`config.mk`:
```
export PLATFORM = sky130hd
export DESIGN_NAME = semafor_monitor
export DESIGN_NICKNAME = d
export VERILOG_FILES = /design/src/rtl/semafor_monitor.sv
export SDC_FILE = /design/constraint.sdc
export NUM_CORES = 1
export LEC_CHECK = 0
export BUFFER_PORTS_ARGS = -buffer_cell sky130_fd_sc_hd__buf_2
export CAP_MARGIN = 20
export CORE_ASPECT_RATIO = 1.1
export CORE_UTILIZATION = 25
export CTS_BUF_LIST = sky130_fd_sc_hd__clkbuf_4
export CTS_CLUSTER_DIAMETER = 60
export CTS_CLUSTER_SIZE = 24
export DETAILED_ROUTE_END_ITERATION = 8
export SLEW_MARGIN = 30
export SYNTH_ARGS = -nofsm -noshare
export SYNTH_HDL_FRONTEND = slang
export SYNTH_SLANG_ARGS = --single-unit
```
`constraint.sdc`:
```
create_clock -name clk -period 1.95 [get_ports clk]
set_input_delay 0.2925 -clock clk [delete_from_list [all_inputs] [get_ports clk]]
set_output_delay 0.2925 -clock clk [all_outputs]
set_load 0.03 [all_outputs]
```
`src/rtl/semafor_monitor.sv`:
```
// Passive monitor for the two semafor light outputs: decodes each light into a
// phase code, measures phase lengths and raises sticky legality/timing errors.

module semafor_light_track #(
    parameter int CNT_W     = 16,
    parameter int MAX_PHASE = 1000
) (
    input  logic             clk,
    input  logic             reset,
    input  logic [2:0]       rgb,
    output logic [2:0]       cur,
    output logic [2:0]       phase,
    output logic             phase_done,
    output logic [CNT_W-1:0] phase_len,
    output logic             pat_hit,
    output logic             seq_hit,
    output logic             tmo_hit
);
    localparam logic [2:0] PH_OFF = 3'd0;
    localparam logic [2:0] PH_R   = 3'd1;
    localparam logic [2:0] PH_RY  = 3'd2;
    localparam logic [2:0] PH_G   = 3'd3;
    localparam logic [2:0] PH_Y   = 3'd4;
    localparam logic [2:0] PH_ILL = 3'd7;

    localparam logic [CNT_W-1:0] CNT_ONE = CNT_W'(1);
    localparam logic [CNT_W-1:0] CNT_MAX = '1;
    localparam logic [CNT_W-1:0] CNT_TMO = CNT_W'(MAX_PHASE);

    logic [CNT_W-1:0] cnt, cnt_nxt;
    logic             first;
    logic             changed;
    logic             legal;

    always_comb begin
        case (rgb)
            3'b000:  cur = PH_OFF;
            3'b100:  cur = PH_R;
            3'b110:  cur = PH_RY;
            3'b001:  cur = PH_G;
            3'b010:  cur = PH_Y;
            default: cur = PH_ILL;
        endcase
    end

    always_comb begin
        legal = 1'b0;
        if (cur == PH_R)
            legal = 1'b1;
        else
            case (phase)
                PH_R:    legal = (cur == PH_RY) || (cur == PH_OFF);
                PH_RY:   legal = (cur == PH_G);
                PH_G:    legal = (cur == PH_Y);
                PH_Y:    legal = (cur == PH_OFF);
                PH_OFF:  legal = (cur == PH_Y);
                default: legal = 1'b0;
            endcase
    end

    assign changed = !first && (cur != phase);

    always_comb begin
        if (first || changed)
            cnt_nxt = CNT_ONE;
        else if (cnt == CNT_MAX)
            cnt_nxt = cnt;
        else
            cnt_nxt = cnt + CNT_ONE;
    end

    // ILLEGAL on either side of a change is a pattern problem, not a sequence one
    assign pat_hit = (cur == PH_ILL) || (changed && phase == PH_ILL);
    assign seq_hit = changed && (cur != PH_ILL) && (phase != PH_ILL) && !legal;
    assign tmo_hit = (cnt_nxt == CNT_TMO) && (cur != PH_OFF) && (cur != PH_ILL);

    always_ff @(posedge clk) begin
        if (reset) begin
            phase      <= PH_OFF;
            phase_done <= 1'b0;
            phase_len  <= '0;
            cnt        <= '0;
            first      <= 1'b1;
        end else begin
            phase      <= cur;
            phase_done <= changed;
            cnt        <= cnt_nxt;
            first      <= 1'b0;
            if (changed)
                phase_len <= cnt;
        end
    end
endmodule

module semafor_monitor #(
    parameter int CNT_W     = 16,
    parameter int MAX_PHASE = 1000
) (
    input  logic             clk,
    input  logic             reset,
    input  logic             clr_err,
    input  logic [2:0]       RGB_A,
    input  logic [2:0]       RGB_B,
    output logic [2:0]       phase_A,
    output logic [2:0]       phase_B,
    output logic             phase_done_A,
    output logic [CNT_W-1:0] phase_len_A,
    output logic             phase_done_B,
    output logic [CNT_W-1:0] phase_len_B,
    output logic             err_pattern,
    output logic             err_sequence,
    output logic             err_conflict,
    output logic             err_timeout,
    output logic             err_any
);
    localparam int NUM_LIGHTS = 2;

    logic [NUM_LIGHTS-1:0][2:0]       rgb_w, cur_w, ph_w;
    logic [NUM_LIGHTS-1:0]            done_w, pat_w, seq_w, tmo_w, go_w;
    logic [NUM_LIGHTS-1:0][CNT_W-1:0] len_w;
    logic [3:0]                       err_q, err_hit, err_nxt;

    assign rgb_w = {RGB_B, RGB_A};

    for (genvar i = 0; i < NUM_LIGHTS; i++) begin : g_light
        semafor_light_track #(
            .CNT_W     (CNT_W),
            .MAX_PHASE (MAX_PHASE)
        ) u_trk (
            .clk        (clk),
            .reset      (reset),
            .rgb        (rgb_w[i]),
            .cur        (cur_w[i]),
            .phase      (ph_w[i]),
            .phase_done (done_w[i]),
            .phase_len  (len_w[i]),
            .pat_hit    (pat_w[i]),
            .seq_hit    (seq_w[i]),
            .tmo_hit    (tmo_w[i])
        );
        // RY is a prepare-to-go aspect, so only G and Y count as go
        assign go_w[i] = (cur_w[i] == 3'd3) || (cur_w[i] == 3'd4);
    end

    assign err_hit = {|tmo_w, &go_w, |seq_w, |pat_w};
    assign err_nxt = (clr_err ? 4'b0 : err_q) | err_hit;

    always_ff @(posedge clk) begin
        if (reset) begin
            err_q   <= '0;
            err_any <= 1'b0;
        end else begin
            err_q   <= err_nxt;
            err_any <= |err_nxt;
        end
    end

    assign phase_A      = ph_w[0];
    assign phase_B      = ph_w[1];
    assign phase_done_A = done_w[0];
    assign phase_done_B = done_w[1];
    assign phase_len_A  = len_w[0];
    assign phase_len_B  = len_w[1];
    assign err_pattern  = err_q[0];
    assign err_sequence = err_q[1];
    assign err_conflict = err_q[2];
    assign err_timeout  = err_q[3];
endmodule

```
==> key figures, run 1 <==
Outcome
  – Status: completed

Timing
  – Final hold viol count: 0
  – Fin Setup TNS: 0 ns
  – Min Tclk post-route: 1.88 ns
  – Final Setup Violations: 0
  – Worst Max-Slew Pin Slew: 0.468 ns
  – Rel. slew slack: 0.686
  – RSZ-0062 raised after global routing: true
  – Slew Limit Fails: 0
  – Fin crit share: 0.963
  – Fmax: 0.532 GHz
  – Final worst slack: 0.0720 ns
  – Clk_skew: 0.0270 ns

Logic synthesis
  – Post-Syn Instances: 460
  – Syn Area/Cell: 8.58 um2
  – Synthesized Nets: 471
  – Top FF cell, synth: dfxtp_1
  – Synth unique cells: 57
  – Number of synthesized flops with an enable pin: 0
  – Synth Warn #: 0
  – Post-synth ARST share: 0
  – Area contributors post-synth: dfxtp_1 (40%), mux2i_1 (9.4%), nor2_1 (7.6%)
  – Sequential area share after synthesis: 0.396
  – Yosys top cell area share: 0.396
  – Post-Synthesis Cell Area: 3950 um2
  – Yosys reg bits: 78
  – Area leader, netlist: dfxtp_1

Cells and area
  – Share of cells above drive strength 1: 0.304
  – Final nets: 559
  – N_diodes: 0
  – Final instance area: 5080 um2
  – # fillers: 1,559
  – P&R area growth vs syn: 28.9%

Drt
  – Iteration-0 DRC Markers: 172
  – Vias: 3,499
  – Final ANT Viol Nets: 0
  – Final WL: 10,100 um
  – DRC Markers: 0
  – Vias per cell: 4.67
  – Drt wl/cell: 13.5 um
  – Iteration count of the initial detailed-routing pass: 4

Clocking
  – Hold_buf cts: 0
  – Htree depth: 3
  – Clock-pin slew on the worst setup and hold paths: 0.14 ns
  – Worst skew pair latency: 0.47 ns
  – CTS buffer count: 9
  – Clk buf depth: 2
  – CTS root buffer: clkbuf_4
  – TritonCTS clock tree: yes
  – Clock sink count: 78

Placed design
  – DP Worst Slack: -0.0288 ns
  – DP HPWL: 7710 um
  – Placed cell area: 4750 um2
  – GPL Wtd Cong: 0.938
  – Port buffer count: 53

Worst hold path
  – Hold Path End: err_q[2]$_SDFF_PP0_
  – Hold Path Class: in -> reg
  – Hold path start: reset
  – Hold Path Depth: 2

Critical path
  – Crit path capture type: register
  – Worst reg-to-reg path cell count: 8
  – Worst Path Max Fanout: 3
  – Reg2reg setup slack: 0.07 ns
  – Worst setup SP type: register
  – Critical path class: reg -> reg
  – Data arrival, critical path: 2.25 ns
  – R2R Path End: err_any$_SDFF_PP0_
  – Worst path required time: 2.32 ns
  – R2r startpoint: g_light[1].u_trk.cnt[0]$_SDFF_PP0_

Global routing
  – First-pass GRT wire length: 16,600 um
  – Vias in the first global route: 3,393
  – Total grt overflow: 0
  – Largest net degree at the start of global routing: 26
  – Initial antenna violation count: 0
  – Gr usage total: 0.129

Die
  – Starting Density: 0.259
  – Die height: 134 um
  – DIE AREA: 16,300 um2
  – Die extent in x: 122 um
  – # IOs: 54
  – Core Area: 15,200 um2
  – Cell Rows: 47

Pwr
  – Maximum vdd drop: 263 uV
  – Leak: 2.11 nW
  – Power per Cell Area: 613 nW/um2

Job
  – MaxCap Viol Count: 0
stage by stage:
step | hold slack [ns] | instances | utilization | power [mW]
3_3_place_gp | 0.469 | 729 | 0.312 | 2.00
6_report | 0.0597 | 749 | 0.334 | 3.12
5_1_grt | 0.0400 | 749 | 0.334 | 3.25
3_5_place_dp | 0.476 | 729 | 0.312 | 2.01
2_1_floorplan | 0.320 | 460 | - | 1.90
4_1_cts | 0.0244 | 745 | 0.324 | 3.15
synth_stat cells (3+ instances only):
cell and number:
or2_2 3, inv_1 8, o21bai_1 3, nand3b_1 3, clkbuf_1 17, nor3_1 13
buf_1 3, buf_2 10, or3_1 5, buf_4 3, nor2_1 80, and3_1 5
nand2_1 24, nor4_1 7, and4b_1 3, nand3_1 21, xor2_1 10, and2_1 4
o21ai_0 11, xnor2_1 17, buf_6 3, nor3b_1 5, dfxtp_1 78, nand4_1 11
a31oi_1 3, nand4b_1 6, o21a_1 3, nor2b_1 5, mux2i_1 37, a211oi_1 5
nand2b_1 5, a21oi_1 19
layout make-up:
cell class | instances | area, um2 | share of cell area
Multi-Input combinational cell | 338 | 2310 | 0.455
Timing Repair Buffer | 113 | 744 | 0.146
Sequential cell | 78 | 1580 | 0.312
Clock inverter | 5 | 83.8 | 0.0165
Inverter | 8 | 30.0 | 0.00591
Clock buffer | 11 | 82.6 | 0.0162
Tap cell | 196 | 245 | 0.0482
metal layers:
| metal | global-route usage | vias to the layer above | routed length [um] |
|---|---|---|---|
| li1 | - | 1783 | - |
| met1 | 0.150 | 1651 | 4590 |
| met2 | 0.226 | 56 | 5100 |
| met3 | 0.0344 | 9 | 330 |
| met4 | 0.0439 | 0 | 102 |
| met5 | 0 | - | 0 |
cells by family after synthesis:
group,after synthesis,synth area share
AO/OA/AOI/OAI,54,0.0872
XOR/XNOR,27,0.0599
adder cells (fa/ha/maj),2,0.00634
buffers and inverters,44,0.0536
flip-flops,78,0.396
multiplexers,38,0.0967
AND/OR/NAND/NOR,217,0.301
worst max-delay path: stages (launching register included):
cell	delay [ns]
dfxtp_4	0.39
buf_4	0.12
nand2_1	0.06
or3_1	0.36
nor4b_2	0.24
xnor2_1	0.12
and4b_1	0.22
a211oi_2	0.17
nand3b_1	0.09
cells in the final DEF (no fill, tap or decap), drive strengths merged, types with 4 or more instances in the layout:
cell | synthesis | final
a211oi | 6 | 6
a21oi | 19 | 19
and2 | 4 | 4
and3 | 5 | 5
buf | 19 | 113
clkbuf | 17 | 11
dfxtp | 78 | 78
inv | 8 | 8
mux2i | 37 | 37
nand2 | 24 | 24
nand2b | 5 | 5
nand3 | 22 | 22
nand4 | 13 | 13
nand4b | 6 | 6
nor2 | 80 | 80
nor2b | 6 | 6
nor3 | 15 | 15
nor3b | 5 | 5
nor4 | 9 | 9
o21ai | 12 | 12
or2 | 4 | 4
or3 | 5 | 5
xnor2 | 17 | 17
xor2 | 10 | 10
timing repair:
| action | in CTS | in global routing |
|---|---|---|
| buffers inserted | 0 | 4 |
| gates resized for setup | 4 | 25 |
| endpoints found under the setup margin | 6 | 37 |
| pin swaps | 0 | 6 |
| hold endpoints to repair | 0 | 0 |
power breakdown:
| part | total [mW] | switching, mW | internal, mW |
|---|---|---|---|
| clock | 1.14 | 0.591 | 0.550 |
| combinational | 0.327 | 0.192 | 0.135 |
| sequential | 1.65 | 0.0297 | 1.62 |
| total | 3.12 | 0.812 | 2.30 |
flip-flops by register name (all words and copies together), names as in the netlist:
name	cells
g_light.u_trk.phase_done	2
g_light.u_trk.phase	6
g_light.u_trk.phase_len	32
err_any	1
g_light.u_trk.first	1
g_light.u_trk.cnt	32
err_q	4
worst max-delay path by stage:
stage | from | depth (start not counted) | slack (ns) | to
after floorplan | g_light[1].u_trk.cnt[0]$_SDFF_PP0_ | 8 | -0.008 | err_any$_SDFF_PP0_
after global placement | g_light[1].u_trk.cnt[1]$_SDFF_PP0_ | 8 | 0.05 | err_any$_SDFF_PP0_
after detailed placement | g_light[1].u_trk.cnt[1]$_SDFF_PP0_ | 8 | -0.03 | err_any$_SDFF_PP0_
after CTS | g_light[0].u_trk.cnt[1]$_SDFF_PP0_ | 8 | 0.007 | err_q[3]$_SDFF_PP0_
after global routing | g_light[0].u_trk.cnt[0]$_SDFF_PP0_ | 8 | -0.02 | err_q[3]$_SDFF_PP0_
final | g_light[1].u_trk.cnt[0]$_SDFF_PP0_ | 8 | 0.07 | err_any$_SDFF_PP0_
(Power assumes the default switching activity.)
==> run 2: changes to the inputs <==
==> constraint.sdc (replaced) <==
create_clock -name clk -period 1.9 [get_ports clk]
set_input_delay 0.285 -clock clk [delete_from_list [all_inputs] [get_ports clk]]
set_output_delay 0.285 -clock clk [all_outputs]
set_load 0.03 [all_outputs]
==> key figures, run 2 (synthesis gave the netlist of run 1 again) <==
Outcome
  – Status: completed

Drt
  – Iteration count of the initial detailed-routing pass: 4 (unchanged)
  – Iteration-0 DRC Markers: 125 (-27%)
  – Final ANT Viol Nets: 0 (unchanged)
  – Vias per cell: 4.68 (+0.25%)
  – Vias: 3,531 (+0.91%)
  – Drt wl/cell: 13.3 um (-1.8%)
  – Final WL: 10,000 um (-1.1%)
  – DRC Markers: 0 (unchanged)

Die
  – DIE AREA: 16,300 um2 (unchanged)
  – Starting Density: 0.259 (unchanged)
  – Die extent in x: 122 um (unchanged)
  – Cell Rows: 47 (unchanged)
  – Core Area: 15,200 um2 (unchanged)
  – Die height: 134 um (unchanged)
  – # IOs: 54 (unchanged)

Timing
  – Final Setup Violations: 0 (unchanged)
  – Fin crit share: 0.970 (+0.00662)
  – Fin Hold WS: 0.0779 ns (+0.0183 ns)
  – Rel. slew slack: 0.655 (-0.0306)
  – Min Tclk post-route: 1.84 ns (-0.0356 ns)
  – Clk_skew: 0.0261 ns (-0.000889 ns)
  – Slew Limit Fails: 0 (unchanged)
  – Final worst slack: 0.0575 ns (-0.0144 ns)
  – Final hold viol count: 0 (unchanged)
  – Worst Max-Slew Pin Slew: 0.513 ns (+0.0453 ns)
  – RSZ-0062 raised after global routing: true
  – Fin Setup TNS: 0 ns (unchanged)
  – Fmax: 0.543 GHz (+1.9%)

Critical path
  – Crit-path cells: nand2_1 -> or3_4 -> nor4b_4 -> xnor2_2 -> and4b_1 -> a211oi_2 -> nand3b_1
  – CP bufs+invs: 0 (-1)
  – Worst setup SP type: register
  – Worst path required time: 2.26 ns (-0.06 ns)
  – CP top delay family: simple AND/OR/NAND/NOR gates
  – CP max stage delay: 0.40 ns (about the same)
  – Critical path class: reg -> reg
  – Data arrival, critical path: 2.20 ns (-0.05 ns)
  – Critical Path Slowest Stage Cell: dfxtp_4
  – Worst Path Max Fanout: 4 (+1)
  – Crit path capture type: register

Placed design
  – DP HPWL: 7540 um (-2.2%)
  – Placed cell area: 4810 um2 (+1.2%)
  – Dpl cells: 735 (+0.82%)
  – Port buffer count: 53 (unchanged)
  – GPL Wtd Cong: 0.929 (-1.0%)
  – DP Worst Slack: -0.0687 ns (-0.0400 ns)

Pwr
  – Switching portion of total power: 0.274 (+0.0135)
  – Total power: 2.86 mW (-8.2%)
  – Power per Cell Area: 564 nW/um2 (-8.0%)
  – Maximum vdd drop: 230 uV (-12%)
  – Sequential Power Share: 0.590 (+0.061)
  – Combinational share of power: 0.122 (+0.017)
  – Clock power share: 0.288 (-0.078)
  – Internal power: 2.08 mW (-9.9%)
  – Leak: 2.08 nW (-1.5%)
  – P_sw: 0.785 mW (-3.4%)

Cells and area
  – Final Util: 0.333 (-0.000740)
  – P&R area growth vs syn: 28.6%
  – Post-route insts no fill: 754 (+0.67%)
  – Most frequent cells in the layout: nor2_1 (79), dfxtp_1 (65), buf_4 (62)
  – N_diodes: 0 (unchanged)
  – Final instance area: 5070 um2 (-0.22%)
  – Final nets: 565 (+1.1%)
  – Biggest regs: g_light.u_trk.cnt x32, g_light.u_trk.phase_len x32, g_light.u_trk.phase x6
  – Commonest non-fill, non-tap cell in the layout: nor2_1
  – Share of cells above drive strength 1: 0.321 (+0.0170)

Job
  – MaxCap Viol Count: 0 (unchanged)

Global routing
  – Largest net degree at the start of global routing: 28 (+7.7%)
  – Gr usage total: 0.128 (-0.00127)
  – Initial antenna violation count: 0 (unchanged)
  – Vias in the first global route: 3,386 (-0.21%)
  – First-pass GRT wire length: 16,400 um (-1.0%)
  – Total grt overflow: 0 (unchanged)

Worst hold path
  – Hold Path Class: in -> reg

Clocking
  – Htree depth: 3 (unchanged)
  – CTS root buffer: clkbuf_4
  – Clk buf depth: 2 (unchanged)
  – Clock sink count: 78 (unchanged)
  – TritonCTS clock tree: yes
  – CTS buffer count: 9 (unchanged)
  – Clock-pin slew on the worst setup and hold paths: 0.13 ns (about the same)
  – Worst skew pair latency: 0.46 ns (about the same)
## run 2: cell types whose count changed in the layout (fill, tap and decap cells not counted), sizes merged
cell,change
buf,+6
clkinv,+3
bufinv,-2
clkbuf,-1
clkinvlp,-1
## run 2: layer usage
metal | wire length [um] | GRT usage | vias to the layer above
li1 | - | - | 1794
met1 | 4370 | 0.144 | 1659
met2 | 5130 | 0.228 | 61
met3 | 370 | 0.0408 | 17
met4 | 145 | 0.0357 | 0
met5 | 0 | 0 | -
## run 2: final timing paths
path                                               from                                         end  slack, ns  depth (start not counted)
min reg2reg  g_light[1].u_trk.phase_len[7]$_SDFFE_PP0P_  g_light[1].u_trk.phase_len[7]$_SDFFE_PP0P_       0.50                          2
min                                               reset                         err_q[2]$_SDFF_PP0_       0.08                          2
max reg2reg          g_light[1].u_trk.cnt[1]$_SDFF_PP0_                          err_any$_SDFF_PP0_       0.06                          7
max                  g_light[1].u_trk.cnt[1]$_SDFF_PP0_                          err_any$_SDFF_PP0_       0.06                          7
## run 2: area by class of cell
| cell class | instances | area (um2) |
|---|---|---|
| fillers | 1574 | 10200 |
| multi-input cells | 338 | 2320 |
| flip-flops and latches | 78 | 1590 |
| repair buffers | 119 | 793 |
| well taps | 196 | 245 |
| clock buffers | 10 | 75.1 |
| inverters | 8 | 30.0 |
| clock inverters | 5 | 28.8 |
## run 2: power groups by stage
stage          clock network, mW  logic [mW]  registers (mW)
2_1_floorplan                  0       0.197            1.76
6_report                   0.823       0.349            1.69
4_1_cts                    0.871       0.340            1.69
5_1_grt                    0.949       0.381            1.69
3_5_place_dp                   0       0.340            1.73
3_3_place_gp                   0       0.333            1.73
## run 2: repair_timing
| item | CTS | global route |
|---|---|---|
| hold buffers | 0 | 0 |
| buffers inserted | 2 | 2 |
| pin swaps | 1 | 4 |
| setup endpoints to repair | 2 | 19 |
| hold endpoints to repair | 0 | 0 |
| resized for setup | 6 | 25 |
